`config.mk`:
```
export PLATFORM = sky130hd
export DESIGN_NAME = dac_spi_arbiter_flat
export DESIGN_NICKNAME = d
export VERILOG_FILES = /design/src/rtl/dac_spi_arbiter_pkg.sv /design/src/rtl/dac_spi_arbiter_if.sv /design/src/rtl/dac_spi_arbiter_sck_tick.sv /design/src/rtl/dac_spi_arbiter.sv /design/src/flat_wrapper.sv
export SDC_FILE = /design/constraint.sdc
export NUM_CORES = 1
export LEC_CHECK = 0
export BUFFER_PORTS_ARGS = -buffer_cell sky130_fd_sc_hd__buf_4
export CORE_MARGIN = 4
export CORE_UTILIZATION = 45
export DETAILED_ROUTE_END_ITERATION = 10
export MAX_ROUTING_LAYER = met4
export PLACE_DENSITY = 0.81
export SLEW_MARGIN = 15
export SYNTH_ARGS = -nofsm -noshare
export SYNTH_HDL_FRONTEND = slang
export SYNTH_SLANG_ARGS = --single-unit
```
`constraint.sdc`:
```
create_clock -name CLOCK_50 -period 2.4 [get_ports CLOCK_50]
set_input_delay 0.12 -clock CLOCK_50 [delete_from_list [all_inputs] [get_ports CLOCK_50]]
set_output_delay 0.12 -clock CLOCK_50 [all_outputs]
set_load 0.005 [all_outputs]
```
`src/rtl/dac_spi_arbiter_pkg.sv`:
```
`default_nettype none
// ============================================================================
// Module   : dac_spi_pkg
// Purpose  : Shared types and constants for the dual-channel DAC SPI arbiter.
//            Holds the FSM state encoding, the DAC command-frame bit positions
//            and a helper that assembles a 16-bit command word.
// Revision : 1.0  initial release
// ============================================================================
package dac_spi_pkg;

    typedef enum logic [2:0] {
        ST_IDLE  = 3'd0,
        ST_LOAD  = 3'd1,
        ST_SHIFT = 3'd2,
        ST_CSH   = 3'd3,
        ST_LDP   = 3'd4
    } state_t;

    localparam int DAC_BITS   = 10;
    localparam int FRAME_BITS = 16;

    // Command-word bit positions of an MCP4912-class DAC
    localparam int CH_POS     = 15;
    localparam int BUF_POS    = 14;
    localparam int GA_N_POS   = 13;
    localparam int SHDN_N_POS = 12;
    localparam int DATA_LSB   = 2;

    // Buffered reference, 1x gain, output active; low two bits unused
    function automatic logic [FRAME_BITS-1:0] build_frame(input logic ch,
                                                          input logic [DAC_BITS-1:0] sample);
        logic [FRAME_BITS-1:0] f;
        f                        = '0;
        f[CH_POS]                = ch;
        f[BUF_POS]               = 1'b1;
        f[GA_N_POS]              = 1'b1;
        f[SHDN_N_POS]            = 1'b1;
        f[DATA_LSB +: DAC_BITS]  = sample;
        return f;
    endfunction

endpackage
`default_nettype wire

```
`src/rtl/dac_spi_arbiter_if.sv`:
```
`default_nettype none
// ============================================================================
// Module   : dac_spi_arbiter_if
// Purpose  : Bundles the two requester handshakes, the DAC pins and BUSY.
//            master = sample-source side, slave = arbiter side.
// Revision : 1.0  initial release
// ============================================================================
interface dac_spi_arbiter_if #(
    parameter int DATA_W = 10
);
    logic              REQ_A;
    logic [DATA_W-1:0] DATA_A;
    logic              ACK_A;
    logic              REQ_B;
    logic [DATA_W-1:0] DATA_B;
    logic              ACK_B;
    logic              DAC_CS;
    logic              DAC_SCK;
    logic              DAC_SDI;
    logic              DAC_LD;
    logic              BUSY;

    modport master (
        output REQ_A, DATA_A, REQ_B, DATA_B,
        input  ACK_A, ACK_B, DAC_CS, DAC_SCK, DAC_SDI, DAC_LD, BUSY
    );

    modport slave (
        input  REQ_A, DATA_A, REQ_B, DATA_B,
        output ACK_A, ACK_B, DAC_CS, DAC_SCK, DAC_SDI, DAC_LD, BUSY
    );
endinterface
`default_nettype wire

```
`src/rtl/dac_spi_arbiter_sck_tick.sv`:
```
`default_nettype none
// ============================================================================
// Module   : dac_sck_tick
// Purpose  : SCK half-period timer. Down-counts SCK_DIV cycles and pulses
//            tick on the last cycle of each half-period. Held at reload while
//            clr is high so the first SHIFT half-period is a full one.
// Revision : 1.0  initial release
// ============================================================================
module dac_sck_tick #(
    parameter int SCK_DIV = 25
) (
    input  wire logic clk,
    input  wire logic rst,
    input  wire logic clr,
    output logic      tick
);
    localparam int             CNT_W  = $clog2(SCK_DIV);
    localparam logic [CNT_W-1:0] RELOAD = CNT_W'(SCK_DIV - 1);

    logic [CNT_W-1:0] cnt_q;
    logic [CNT_W-1:0] cnt_d;

    // Reload on clear or terminal count, otherwise count down
    always_comb begin
        cnt_d = cnt_q - 1'b1;
        if (clr || (cnt_q == '0)) begin
            cnt_d = RELOAD;
        end
    end

    // Counter register
    always_ff @(posedge clk or posedge rst) begin
        if (rst) begin
            cnt_q <= RELOAD;
        end else begin
            cnt_q <= cnt_d;
        end
    end

    assign tick = !clr && (cnt_q == '0);

endmodule
`default_nettype wire

```
`src/rtl/dac_spi_arbiter.sv`:
```
`default_nettype none
// ============================================================================
// Module   : dac_spi_arbiter
// Purpose  : Round-robin share of one dual-channel 10-bit SPI DAC between
//            requesters A and B. Builds the command frame, shifts it out MSB
//            first on SCK = CLOCK_50 / (2*SCK_DIV), then pulses LDAC.
//            Optional macro DAC_LD_SYNC_EN: LDAC only after both channels have
//            been written since the previous LDAC, so both outputs move
//            together.
// Revision : 1.0  initial release
// ============================================================================
module dac_spi_arbiter
    import dac_spi_pkg::*;
#(
    parameter int SCK_DIV = 25,
    parameter int DATA_W  = 10,
    parameter int FRAME_W = 16
) (
    input  wire logic        CLOCK_50,
    input  wire logic        RESET,
    dac_spi_arbiter_if.slave bus
);
    localparam logic [4:0] LAST_BIT = 5'(FRAME_W - 1);

    if (DATA_W > DAC_BITS || DATA_W < 1) begin : g_bad_data_w
        $error("DATA_W must be in 1..10");
    end
    if (SCK_DIV < 2) begin : g_bad_sck_div
        $error("SCK_DIV must be at least 2");
    end
    if (FRAME_W != FRAME_BITS) begin : g_bad_frame_w
        $error("FRAME_W must be 16");
    end

    state_t                 state_q, state_d;
    logic                   last_q, last_d;      // 0 = A granted last, 1 = B
    logic [FRAME_BITS-1:0]  shreg_q, shreg_d;
    logic [4:0]             bit_q, bit_d;        // bit currently on SDI
    logic                   half_q, half_d;      // 0 = SCK low half, 1 = high half
    logic                   cs_q, cs_d;
    logic                   sck_q, sck_d;
    logic                   sdi_q, sdi_d;
    logic                   ld_q, ld_d;
    logic                   ack_a_q, ack_a_d;
    logic                   ack_b_q, ack_b_d;
`ifdef DAC_LD_SYNC_EN
    logic [1:0]             written_q, written_d; // bit0 = A, bit1 = B
`endif

    logic                   tick;
    logic                   grant_b;
    logic [DAC_BITS-1:0]    sample_a;
    logic [DAC_BITS-1:0]    sample_b;

    // Narrow samples sit at the top of the DAC data field
    assign sample_a = DAC_BITS'(bus.DATA_A) << (DAC_BITS - DATA_W);
    assign sample_b = DAC_BITS'(bus.DATA_B) << (DAC_BITS - DATA_W);

    dac_sck_tick #(
        .SCK_DIV (SCK_DIV)
    ) u_tick (
        .clk  (CLOCK_50),
        .rst  (RESET),
        .clr  ((state_q == ST_IDLE) || (state_q == ST_LOAD)),
        .tick (tick)
    );

    // Arbitration, frame sequencing and registered pin values
    always_comb begin
        state_d = state_q;
        last_d  = last_q;
        shreg_d = shreg_q;
        bit_d   = bit_q;
        half_d  = half_q;
        sdi_d   = sdi_q;
        ack_a_d = 1'b0;
        ack_b_d = 1'b0;
`ifdef DAC_LD_SYNC_EN
        written_d = written_q;
`endif
        // With both requesting, the one not served last wins
        grant_b = (bus.REQ_A && bus.REQ_B) ? ~last_q : bus.REQ_B;

        case (state_q)
            ST_IDLE: begin
                if (bus.REQ_A || bus.REQ_B) begin
                    state_d = ST_LOAD;
                    ack_a_d = ~grant_b;
                    ack_b_d = grant_b;
                    last_d  = grant_b;
                    shreg_d = build_frame(grant_b, grant_b ? sample_b : sample_a);
                    bit_d   = LAST_BIT;
                    half_d  = 1'b0;
`ifdef DAC_LD_SYNC_EN
                    written_d = written_q | {grant_b, ~grant_b};
`endif
                end
            end
            ST_LOAD: begin
                state_d = ST_SHIFT;
                sdi_d   = shreg_q[FRAME_BITS-1];
            end
            ST_SHIFT: begin
                if (tick) begin
                    if (!half_q) begin
                        half_d = 1'b1;
                    end else if (bit_q == 5'd0) begin
                        state_d = ST_CSH;
                    end else begin
                        half_d  = 1'b0;
                        bit_d   = bit_q - 5'd1;
                        shreg_d = shreg_q << 1;
                        sdi_d   = shreg_q[FRAME_BITS-2];
                    end
                end
            end
            ST_CSH: begin
                if (tick) begin
`ifdef DAC_LD_SYNC_EN
                    if (&written_q) begin
                        state_d   = ST_LDP;
                        written_d = 2'b00;
                    end else begin
                        state_d = ST_IDLE;
                    end
`else
                    state_d = ST_LDP;
`endif
                end
            end
            ST_LDP: begin
                if (tick) begin
                    state_d = ST_IDLE;
                end
            end
            default: state_d = ST_IDLE;
        endcase

        cs_d  = (state_d != ST_SHIFT);
        sck_d = (state_d == ST_SHIFT) && half_d;
        ld_d  = (state_d != ST_LDP);
        if (state_d == ST_IDLE) begin
            sdi_d = 1'b0;
        end
    end

    // State and pin registers; reset abandons any frame in flight
    always_ff @(posedge CLOCK_50 or posedge RESET) begin
        if (RESET) begin
            state_q <= ST_IDLE;
            last_q  <= 1'b1;
            shreg_q <= '0;
            bit_q   <= 5'd0;
            half_q  <= 1'b0;
            cs_q    <= 1'b1;
            sck_q   <= 1'b0;
            sdi_q   <= 1'b0;
            ld_q    <= 1'b1;
            ack_a_q <= 1'b0;
            ack_b_q <= 1'b0;
`ifdef DAC_LD_SYNC_EN
            written_q <= 2'b00;
`endif
        end else begin
            state_q <= state_d;
            last_q  <= last_d;
            shreg_q <= shreg_d;
            bit_q   <= bit_d;
            half_q  <= half_d;
            cs_q    <= cs_d;
            sck_q   <= sck_d;
            sdi_q   <= sdi_d;
            ld_q    <= ld_d;
            ack_a_q <= ack_a_d;
            ack_b_q <= ack_b_d;
`ifdef DAC_LD_SYNC_EN
            written_q <= written_d;
`endif
        end
    end

    assign bus.ACK_A   = ack_a_q;
    assign bus.ACK_B   = ack_b_q;
    assign bus.DAC_CS  = cs_q;
    assign bus.DAC_SCK = sck_q;
    assign bus.DAC_SDI = sdi_q;
    assign bus.DAC_LD  = ld_q;
    assign bus.BUSY    = (state_q != ST_IDLE);

endmodule
`default_nettype wire

```
`src/flat_wrapper.sv`:
```
// flat-port wrapper written by rule: the top's interface ports become plain ports
module dac_spi_arbiter_flat import dac_spi_pkg::*;
#(
    parameter int SCK_DIV = 25,
    parameter int DATA_W  = 10,
    parameter int FRAME_W = 16
)
  (CLOCK_50, RESET, bus_REQ_A, bus_DATA_A, bus_REQ_B, bus_DATA_B, bus_ACK_A, bus_ACK_B, bus_DAC_CS, bus_DAC_SCK, bus_DAC_SDI, bus_DAC_LD, bus_BUSY);
  dac_spi_arbiter_if #(.DATA_W(DATA_W)) bus_i ();
  input  wire logic CLOCK_50;
  input  wire logic RESET;
  input wire logic [$bits(bus_i.REQ_A)-1:0] bus_REQ_A;
  input wire logic [$bits(bus_i.DATA_A)-1:0] bus_DATA_A;
  input wire logic [$bits(bus_i.REQ_B)-1:0] bus_REQ_B;
  input wire logic [$bits(bus_i.DATA_B)-1:0] bus_DATA_B;
  output wire logic [$bits(bus_i.ACK_A)-1:0] bus_ACK_A;
  output wire logic [$bits(bus_i.ACK_B)-1:0] bus_ACK_B;
  output wire logic [$bits(bus_i.DAC_CS)-1:0] bus_DAC_CS;
  output wire logic [$bits(bus_i.DAC_SCK)-1:0] bus_DAC_SCK;
  output wire logic [$bits(bus_i.DAC_SDI)-1:0] bus_DAC_SDI;
  output wire logic [$bits(bus_i.DAC_LD)-1:0] bus_DAC_LD;
  output wire logic [$bits(bus_i.BUSY)-1:0] bus_BUSY;
  assign bus_i.REQ_A = bus_REQ_A;
  assign bus_i.DATA_A = bus_DATA_A;
  assign bus_i.REQ_B = bus_REQ_B;
  assign bus_i.DATA_B = bus_DATA_B;
  assign bus_ACK_A = bus_i.ACK_A;
  assign bus_ACK_B = bus_i.ACK_B;
  assign bus_DAC_CS = bus_i.DAC_CS;
  assign bus_DAC_SCK = bus_i.DAC_SCK;
  assign bus_DAC_SDI = bus_i.DAC_SDI;
  assign bus_DAC_LD = bus_i.DAC_LD;
  assign bus_BUSY = bus_i.BUSY;
  dac_spi_arbiter #(.SCK_DIV(SCK_DIV), .DATA_W(DATA_W), .FRAME_W(FRAME_W)) u_core (.CLOCK_50(CLOCK_50), .RESET(RESET), .bus(bus_i));
endmodule
```
==> impl_metrics.py <==
metrics = {
    "route": {
        "wl_per_cell_um": 13.7,
        "top_layer": "met4",
        "viasPerCell": 5.17,
        "drtAntennaViolNets": 0,
        "drc": 0,
        "drt_pass1_iterations": 4,
        "drtIter0Drc": 122,
        "met2WireLength_um": 1800,
        "drt_wl_total_um": 3610,
        "routed-wl-met3_um": 129,
        "vias": 1361,
        "wl_met1_um": 1610,
    },
    "timing": {
        "hold_viol": 0,
        "max_freq_ghz": 0.427,
        "slew_viol_final": 0,
        "clock-skew-final_ps": 9.47,
        "tightest_slew_ps": 665,
        "fin_setup_tns_ps": 0,
        "period_minus_slack_ps": 2340,
        "setup_viol": 0,
        "slew-limit-headroom_pct": 55.5,
        "min_period_over_period_pct": 97.5,
        "hold_ws_ps": 123,
    },
    "setup_path": {
        "critPathMaxFanout": 12,
        "r2r_start": "u_core.u_tick.cnt_q[0]",
        "timing.rr.end": "u_core.shreg_q[10]",
        "cp.required_ps": 2580,
        "reg2reg_depth": 6,
        "worstSetupEndpointType": "flop",
        "cpPeakStageDelay_ps": 600,
        "rrSetupSlack_ps": 60,
        "cp.arrival_ps": 2520,
        "path_buf_inv": 1,
        "worstSetupPathType": "flop to flop",
        "slowest_stage": "or4b_4",
        "path_delay_family": "simple AND/OR/NAND/NOR gates",
        "worst_setup_path_start_kind": "flop",
        "path_cells": "inv_2 > ha_2 > or4b_4 > or4b_4 > nand2_4 > mux2_2",
        "crit_top_cell": "or4b_4",
    },
    "global_route": {
        "grt_max_degree": 36,
        "antenna_found_initial": 0,
        "grt_pass1_vias": 1326,
        "track_usage_pct": 15.7,
        "overflow": 0,
        "grt_pass1_wl_um": 5910,
    },
    "finish": {
        "fin_util_pct": 60.5,
        "n_antenna_cell": 0,
        "fin_nets": 242,
        "num-fill-cells": 332,
        "drive_above_1_share_pct": 34.9,
        "syn_to_final_growth_pct": 28.9,
    },
    "hold_path": {
        "whs_endpoint": "u_core.shreg_q[2]",
        "min-delay-start": "bus_DATA_A[0]",
        "hp-class": "primary input to flop",
        "hold_depth": 3,
    },
    "logic_synthesis": {
        "synth_top_family_by_area": "simple AND/OR/NAND/NOR gates",
        "synth_xor_area_share_pct": 1.01,
        "synth_area_mm2": 0.00173,
        "synth_fa_ha_area_share_pct": 2.89,
        "ys_seq_elements": 35,
        "synth_compound_area_share_pct": 11.5,
        "synthesis.nets": 197,
        "syn_inst": 169,
        "synth.distinct_cells": 36,
        "muxShareOfSynthArea_pct": 12.8,
        "synth-simple-area-share_pct": 17.3,
        "syn_area_per_cell_um2": 10.2,
        "ys_warn_count": 0,
        "yosysSeqAreaShare_pct": 50.9,
    },
    "clock_network": {
        "cts_buffers": 5,
        "worstSkewPairLatency_ps": 290,
        "cts_sinks": 35,
        "cts_tree": "done",
        "clock_path_buffers": 2,
        "htree_num_levels": 2,
        "root_buffer": "clkbuf_8",
        "path_clk_slew_ps": 80,
    },
    "power": {
        "pwr-share-comb_pct": 35.5,
        "p_sw_w": 0.000805,
        "p_int_w": 0.00157,
        "p_leak_nw": 1.02,
        "seq_power_share_pct": 42.2,
        "swShare_pct": 33.9,
        "clkPwrFrac_pct": 22.3,
        "power_density_mw_per_mm2": 1060,
        "irDropWorstVdd_mv": 0.680,
    },
    "die": {
        "design.core.area_mm2": 0.00369,
        "initial_utilization_pct": 46.9,
        "die_y_um": 70.0,
        "rows": 22,
        "io_pins": 31,
        "die_x_um": 70.0,
        "die_area_mm2": 0.00490,
    },
    "place": {
        "io_buffers": 30,
        "gp_congestion": 0.791,
        "place_hpwl_um": 2600,
    },
    "outcome": {
        "status": "finished, final reports clean",
    },
    "flow_run": {
        "maxCapViolations": 0,
    },
}
==> placed cells by master, fill, tap and decap left out, types with 2 or more instances in the layout <==
| master | Yosys | layout |
|---|---|---|
| mux2i_1 | 12 | 12 |
| mux2_2 | 9 | 9 |
| buf_4 | 1 | 43 |
| nor4b_1 | 3 | 2 |
| o21ai_0 | 7 | 7 |
| and2_1 | 2 | 2 |
| nand2_1 | 3 | 2 |
| a21oi_1 | 18 | 17 |
| xnor2_1 | 2 | 2 |
| clkbuf_8 | 0 | 5 |
| nor2_1 | 24 | 24 |
| nand3_1 | 4 | 4 |
| dfrtp_1 | 30 | 30 |
| and3_1 | 3 | 3 |
| dfstp_2 | 5 | 5 |
| inv_2 | 0 | 2 |
| or4b_4 | 2 | 2 |
| inv_1 | 9 | 7 |
| nor3_1 | 10 | 10 |
| ha_1 | 4 | 3 |
==> worst register-to-register path, stage by stage, from the launching register on <==
cell	delay, ps
dfrtp_1	400
inv_2	70
ha_2	160
or4b_4	460
or4b_4	600
nand2_4	180
mux2_2	360
==> kinds of logic (layout without fill, tap and decap cells) <==
logic type | count (synthesis) | in the layout
AO/OA/AOI/OAI | 35 | 35
XOR/XNOR | 2 | 2
adder cells (fa/ha/maj) | 4 | 4
buffers and inverters | 15 | 61
flip-flops | 35 | 35
multiplexers | 21 | 21
AND/OR/NAND/NOR | 57 | 57
==> flip-flops by register name, summed over array words and instances, names as in the netlist <==
name	flops
u_core.shreg_q	14
u_core.bit_q	5
u_core.u_tick.cnt_q	5
u_core.state_q	3
u_core.bus.ACK_A	1
u_core.bus.ACK_B	1
u_core.bus.DAC_CS	1
u_core.bus.DAC_LD	1
u_core.bus.DAC_SCK	1
u_core.bus.DAC_SDI	1
u_core.half_q	1
u_core.last_q	1
==> repair_timing <==
| item | CTS | global route |
|---|---|---|
| endpoints found under the hold margin | 30 | 0 |
| buffers inserted | 0 | 1 |
| setup endpoints to repair | 9 | 1 |
| resized for setup | 1 | 5 |
| pin swaps | 1 | 3 |
| hold buffers | 1 | 0 |
==> worst max-delay path by stage <==
| stage | start | cells past startpoint | slack [ps] | to |
|---|---|---|---|---|
| 2_1_floorplan | u_core.u_tick.cnt_q[0] | 7 | 20 | u_core.shreg_q[3] |
| 3_3_place_gp | u_core.u_tick.cnt_q[0] | 6 | 20 | u_core.shreg_q[9] |
| 3_5_place_dp | u_core.u_tick.cnt_q[0] | 6 | -30 | u_core.shreg_q[10] |
| 4_1_cts | u_core.u_tick.cnt_q[0] | 6 | 50 | u_core.bit_q[4] |
| 5_1_grt | u_core.u_tick.cnt_q[0] | 6 | -4 | u_core.shreg_q[10] |
| 6_report | u_core.u_tick.cnt_q[0] | 6 | 60 | u_core.shreg_q[10] |
==> synth_stat cells (all sizes together) <==
cell type  count  area [um2]
a211oi         1        7.51
a21boi         1        7.51
a21o           1        7.51
a21oi         18        90.1
a311oi         1        8.76
a31o           1        8.76
a31oi          1        6.26
and2           2        12.5
and3           3        18.8
buf            3        17.5
clkbuf         3        11.3
dfrtp         30         751
dfstp          5         131
ha             4        50.1
inv            9        33.8
mux2           9         101
mux2i         12         120
nand2          3        11.3
nand2b         1        6.26
nand3          4        20.0
nor2          24        90.1
nor2b          1        6.26
nor3          10        50.1
nor3b          1        7.51
nor4b          3        26.3
o211ai         1        7.51
o21a           1        7.51
o21ai          8        40.0
o31ai          1        7.51
or3            1        6.26
or3b           1        8.76
or4            1        7.51
or4b           2        27.5
xnor2          2        17.5
==> routing by layer <==
metal  track usage [%]  up-vias
met5                 -        -
li1                  -      683
met1              18.9      646
met4              7.45        0
met2              24.6       26
met3              3.88        6
==> stage by stage <==
step	power (W)	area, um2	instances	worst slack, ps
detailed placement	0.00184	2090	253	-30.0
CTS	0.00237	2210	262	50.9
finish	0.00237	2230	263	60.3
floorplan	0.00157	1730	169	18.6
global route	0.00255	2230	263	-4.00
global placement	0.00180	2090	253	19.9
==> area by class of cell <==
| cell class | instances | area (um2) | share of cell area [%] |
|---|---|---|---|
| Sequential cell | 35 | 882 | 39.5 |
| Multi-Input combinational cell | 119 | 811 | 36.3 |
| Timing Repair Buffer | 44 | 333 | 14.9 |
| Clock buffer | 5 | 68.8 | 3.08 |
| Tap cell | 48 | 60.1 | 2.69 |
| Clock inverter | 3 | 43.8 | 1.96 |
| Inverter | 9 | 33.8 | 1.51 |
==> power groups by stage <==
| stage | clock, W | combinational (W) | sequential [W] |
|---|---|---|---|
| 2_1_floorplan | 0 | 0.000601 | 0.000966 |
| 4_1_cts | 0.000539 | 0.000839 | 0.000993 |
| 3_5_place_dp | 0 | 0.000835 | 0.00100 |
| 3_3_place_gp | 0 | 0.000806 | 0.000993 |
| 6_report | 0.000529 | 0.000841 | 0.00100 |
| 5_1_grt | 0.000563 | 0.000957 | 0.00103 |
Note: power is estimated with default switching activity, not from simulation.
